$ cat src/rtl/jk_ms_reg.sv
// ---------------------------------------------------------------------------
// jk_ms_reg : multi-bit master-slave register bank with JK semantics
//
// The master register (qm) computes the next state every enabled edge using
// one of four modes; the slave register (qs) copies the master on every
// non-reset edge, so qs is qm delayed by exactly one clock.
//
// Parameters
//   WIDTH      bit width of master and slave registers (>= 2)
//   MAX_COUNT  terminal value for the count modes (1 .. 2**WIDTH-1)
//
// Ports
//   clk      rising-edge clock
//   rst      synchronous active-high reset (clears qm, qs, wrap)
//   en       master update enable
//   mode     00 per-bit JK, 01 count-up, 10 count-down, 11 shift-left
//   j, k     per-bit J/K inputs (mode 00 only)
//   ser_in   serial input shifted into bit 0 (mode 11 only)
//   qm       master register
//   qs       slave register
//   wrap     registered one-cycle pulse, high while qm shows a wrapped value
//   ser_out  qs[WIDTH-1]
// ---------------------------------------------------------------------------
module jk_ms_reg #(
    parameter int WIDTH     = 4,
    parameter int MAX_COUNT = 2**WIDTH - 1
) (
    input  logic             clk,
    input  logic             rst,
    input  logic             en,
    input  logic [1:0]       mode,
    input  logic [WIDTH-1:0] j,
    input  logic [WIDTH-1:0] k,
    input  logic             ser_in,
    output logic [WIDTH-1:0] qm,
    output logic [WIDTH-1:0] qs,
    output logic             wrap,
    output logic             ser_out
);

    localparam logic [1:0] MODE_JK    = 2'b00;
    localparam logic [1:0] MODE_UP    = 2'b01;
    localparam logic [1:0] MODE_DOWN  = 2'b10;
    localparam logic [1:0] MODE_SHIFT = 2'b11;

    localparam logic [WIDTH-1:0] MAX_VAL = WIDTH'(MAX_COUNT);
    localparam logic [WIDTH-1:0] ONE     = WIDTH'(1);

    logic [WIDTH-1:0] qm_q;
    logic [WIDTH-1:0] qm_d;
    logic [WIDTH-1:0] qs_q;
    logic             wrap_q;
    logic             wrap_d;

    // Per-bit JK next value, evaluated independently for every bit.
    logic [WIDTH-1:0] jk_next;

    genvar gi;
    generate
        for (gi = 0; gi < WIDTH; gi++) begin : g_jk
            always_comb begin
                unique case ({j[gi], k[gi]})
                    2'b00:   jk_next[gi] = qm_q[gi];
                    2'b01:   jk_next[gi] = 1'b0;
                    2'b10:   jk_next[gi] = 1'b1;
                    default: jk_next[gi] = ~qm_q[gi];
                endcase
            end
        end
    endgenerate

    always_comb begin
        qm_d   = qm_q;
        wrap_d = 1'b0;
        if (en) begin
            unique case (mode)
                MODE_JK: begin
                    qm_d = jk_next;
                end
                MODE_UP: begin
                    // >= rather than == so an out-of-range value left by
                    // JK mode also wraps back to 0.
                    if (qm_q >= MAX_VAL) begin
                        qm_d   = '0;
                        wrap_d = 1'b1;
                    end else begin
                        qm_d = qm_q + ONE;
                    end
                end
                MODE_DOWN: begin
                    if ((qm_q == '0) || (qm_q > MAX_VAL)) begin
                        qm_d   = MAX_VAL;
                        wrap_d = 1'b1;
                    end else begin
                        qm_d = qm_q - ONE;
                    end
                end
                MODE_SHIFT: begin
                    qm_d = {qm_q[WIDTH-2:0], ser_in};
                end
                default: begin
                    qm_d = qm_q;
                end
            endcase
        end
    end

    always_ff @(posedge clk) begin
        if (rst) begin
            qm_q   <= '0;
            qs_q   <= '0;
            wrap_q <= 1'b0;
        end else begin
            qm_q   <= qm_d;
            qs_q   <= qm_q;   // slave follows master regardless of en
            wrap_q <= wrap_d;
        end
    end

    assign qm      = qm_q;
    assign qs      = qs_q;
    assign wrap    = wrap_q;
    assign ser_out = qs_q[WIDTH-1];

endmodule

$ cat config.mk
export PLATFORM = sky130hd
export DESIGN_NAME = jk_ms_reg
export DESIGN_NICKNAME = d
export VERILOG_FILES = /design/src/rtl/jk_ms_reg.sv
export SDC_FILE = /design/constraint.sdc
export NUM_CORES = 1
export LEC_CHECK = 0
export ABC_AREA = 1
export BUFFER_PORTS_ARGS = -buffer_cell sky130_fd_sc_hd__buf_2
export CORE_UTILIZATION = 40
export CTS_CLUSTER_DIAMETER = 150
export DETAILED_ROUTE_END_ITERATION = 7
export PLACE_DENSITY = 0.64
export SYNTH_ARGS = -nofsm -noshare
export SYNTH_HDL_FRONTEND = slang
export SYNTH_SLANG_ARGS = --single-unit
export TNS_END_PERCENT = 20
$ cat constraint.sdc
create_clock -name clk -period 1.75 [get_ports clk]
set_clock_uncertainty 0.05 [all_clocks]
set_input_delay 0.175 -clock clk [delete_from_list [all_inputs] [get_ports clk]]
set_output_delay 0.175 -clock clk [all_outputs]
set_load 0.01 [all_outputs]
* After elaboration in Yosys (flattened, before gate mapping)
Index checks and enable logic that the tools add are counted.
W data, S select, Z words.
** Storage, ports and cells
- Word-level logic and storage cells :: 52
- Flip-flop bits (word level) :: 9
** Operators by class
- Add/subtract/negate cells :: 2
- Equality and inequality tests :: 15
- Reduce and logical (&&, ||, !) cells :: 12
- Muxes and demuxes :: 10
- $lt $le $gt $ge :: 2
- Bitwise logic cells :: 5
** Operators by type and width (count)
- $pmux W4 S4 :: 1
- $eq A2 B2 Y1 const B :: 6
- $pmux W1 S3 :: 4
- $eq A2 B1 Y1 const B :: 5
- $logic_not A2 Y1 :: 5
- $mux W4 :: 2
- $ne A2 B2 Y1 const B :: 4
- $reduce_and A2 Y1 :: 4
- $not A1 Y1 :: 5
- $add A4 B1 Y4 const B :: 1
- $ge A4 B4 Y1 const B :: 1
- $gt A4 B4 Y1 const B :: 1
- $logic_not A4 Y1 :: 1
- $sub A4 B1 Y4 const B :: 1
- $mux W1 :: 2
- $pmux W1 S2 :: 1
- $reduce_or A2 Y1 :: 1
- $logic_or A1 B1 Y1 :: 1

* Depth between registers and ports, before layout
- Word-level depth :: 4
- Depth in mapped cells :: 10
- Depth with buffers taken out :: 10

* Worst setup path before layout
OpenSTA, ideal clock, no wires.
- Path kind :: register to register
- Start point :: register qm_q[1] (netlist: qm[1])
- End point :: register qm_q[3] (netlist: qm[3])
- Required time :: 1.578 ns
- Cell stages (with the launch flop) :: 11
- Path buffers :: 0
- Arrival :: 1.193 ns
- Path slack :: 0.385 ns
- Cells stage by stage :: dfxtp_1 inv_1 ha_1 nand2_1 nand2_1 nand2_1 nand2_1 nand2_1 nand3_2 nand2_2 a21oi_2
** On the way
- Word-level cells in the longest chain between the ends :: 4
- Elaborated cells on any way between the ends :: 9
- Those cells by class :: add/sub: 2; order compare: 2; mux: 3; reduce/logical: 2
** RTL lines
- from (decl) :: RTL line 49 : logic [WIDTH-1:0] qm_q;
- from (signal assigned) :: RTL line 114 : qm_q <= qm_d;
- $gt A4 B4 Y1 or $logic_not A4 Y1 (tied branches) :: RTL line 91 : if ((qm_q == '0) || (qm_q > MAX_VAL)) begin
- $logic_or A1 B1 Y1 :: RTL line 91
- $mux W4 :: RTL line 91
- $pmux W4 S4 (*) :: RTL line 76 : unique case (mode)
Mark *: on every way between the ends. The rest lies on a longest branch, timed or not.
A chain may end at the register's enable or synchronous reset.

* Worst setup path after layout
- Start point :: register qm_q[0] (netlist: qm[0])
- End point :: register qm_q[2] (netlist: qm[2])
Same word-level chain as after synthesis.

==> qor.yml <==
synthesis:
  synth.yosys.seq_area_share_pct: 23.0
  synth.distinct_cells: 20
  synth_top_area_cell: "dfxtp_1"
  synth.area.top_cells: "dfxtp_1, ha_1, nand2_1"
  synthCells: 113
  synth_top_area_share_pct: 23.0
  ys_ff_latch: 9
  avgSynthCellArea_um2: 6.93
  syn_area_um2: 783
  yosysWarnings: 0
  syn-num-nets: 141
critical_path:
  start_kind: "register"
  critical_path.startpoint: "qm[0]$_SDFFE_PP0P_"
  required_ns: 1.86
  arrival_ns: 1.66
  crit_type: "reg -> reg"
  regToRegStartpoint: "qm[0]$_SDFFE_PP0P_"
  crit_path_max_fanout: 8
  endpoint_kind: "register"
clock_tree:
  cts_tree: "done"
  hold_buffers: 0
  cts_buffer_depth: 2
  insertion_delay_ns: 0.27
  cts_setup_buffers: 0
  cts.sinks: 9
  clockRootBuffer: "clkbuf_4"
  cts.clk_slew.worst_paths_ns: 0.07
  htreeDepth: 1
  cts-resized-gates: 0
  numCtsBuffers: 3
floorplanning:
  pin_count: 24
  dieHeight_um: 46.3
  core_um2: 1780
  dieArea_um2: 2140
  die-width_um: 46.3
  start_util_pct: 43.9
  num_rows: 15
timing:
  fin_tns_setup_ns: 0
  finalWorstSetupSlack_ns: 0.194
  setup_viol: 0
  maxSlewHeadroom_pct: 78.9
  max_freq_mhz: 643
  finalHoldViolCount: 0
  post-route-period-util_pct: 88.9
  whs_ns: 0.0788
  slew_violations: 0
  period_needed_ns: 1.56
  worst_slew_pin_slew_ns: 0.316
  rsz0062_at_grt: "no"
route:
  routed_wl_um: 1730
  drt_iter0_markers: 14
  antenna_left: 0
  drc: 0
  via_count: 797
  wire_per_inst_um: 10.6
  first_pass_iters: 4
  avgViaCountPerCell: 4.89
final_layout:
  diodes: 0
  final_common_cell: "buf_2"
  final_cells: 163
  drive_gt1_share_pct: 24.6
  layout.nets: 167
  final_util_pct: 52.6
  mostFrequentLayoutCells: "buf_2, nand2_1, inv_1"
  area_growth_pct: 19.6
status:
  status: "completed"
global_routing:
  track_usage_pct: 18.6
  overflow: 0
  antenna_found_initial: 0
  grt_pass1_wl_um: 2820
  grt_start_max_net_pins: 10
  first_global_vias: 681
pwr:
  power.leakage_nw: 0.534
  switching_power_w: 0.000195
  ir_drop_v: 0.000313
  powerDensity_nw_per_um2: 610
  sw_frac_of_total_pct: 34.0
  p_seq_share_pct: 41.3
  internal_power_w: 0.000377
  combPwrFrac_pct: 29.9
  clock_power_share_pct: 28.7
place:
  dp_cells: 159
  dp_slack_ns: 0.228
  dp_hpwl_um: 1400
  gp_congestion: 0.802
  port_buffers: 23
worst_hold_path:
  holdCritStartpoint: "rst"
  min_path_type: "in -> reg"
job:
  drv_cap: 0
[per-layer routing]
| metal | vias up | GRT usage [%] | share of wire, % |
|---|---|---|---|
| met5 | - | 0 | 0 |
| met4 | 0 | 1.76 | 0.46 |
| met3 | 2 | 7.06 | 4.7 |
| met2 | 23 | 33.8 | 50 |
| met1 | 362 | 21.1 | 44 |
| li1 | 410 | - | - |
[worst max-delay path: stages (launching register included)]
cell	delay (ns)
dfxtp_1	0.49
inv_2	0.11
ha_1	0.24
inv_1	0.06
nor2_1	0.03
o21ai_0	0.21
o211ai_1	0.12
nand2_1	0.07
a21oi_1	0.06
[Yosys cell counts (all sizes together)]
cell     n
a21boi   3
a21oi   10
buf      3
dfxtp    9
ha      14
inv     21
nand2   23
nand3    6
nand4    1
nor2     9
nor3     1
o211ai   2
o21ai   11
[worst paths after layout]
check,to,slack [ns],cells past startpoint
min reg2reg,qs[2]$_SDFF_PP0_,0.50,2
max,qm[2]$_SDFFE_PP0P_,0.19,8
max reg2reg,qm[2]$_SDFFE_PP0P_,0.19,8
min,qs[3]$_SDFF_PP0_,0.08,2
[cell type report]
class / count / area (um2)
inverter: 21 / 78.8
fill: 174 / 846
clock buffer: 4 / 26.3
timing repair buffer: 24 / 123
sequential: 9 / 180
multi-input combinational: 80 / 498
tap: 25 / 31.3
[metrics by stage]
step	total power (W)	area (um2)
after floorplan	0.000356	783
after global placement	0.000406	911
after detailed placement	0.000411	911
after CTS	0.000580	937
after global routing	0.000620	937
final	0.000572	937
[power groups by stage]
stage | sequential [W] | clock [W] | combinational, W
2_1_floorplan | 0.000243 | 0 | 0.000113
3_3_place_gp | 0.000240 | 0 | 0.000166
3_5_place_dp | 0.000240 | 0 | 0.000171
4_1_cts | 0.000236 | 0.000172 | 0.000172
5_1_grt | 0.000240 | 0.000184 | 0.000196
6_report | 0.000236 | 0.000164 | 0.000171
[flip-flops by register name, summed over array words and instances (netlist names)]
signal / count
qs: 4
wrap: 1
qm: 4
[cells by family after synthesis]
family | synth area share (%)
AO/OA/AOI/OAI | 18.7
adder cells (fa/ha/maj) | 22.4
AND/OR/NAND/NOR | 22.5
buffers and inverters | 13.4
flip-flops | 23.0
(Power assumes the default switching activity.)
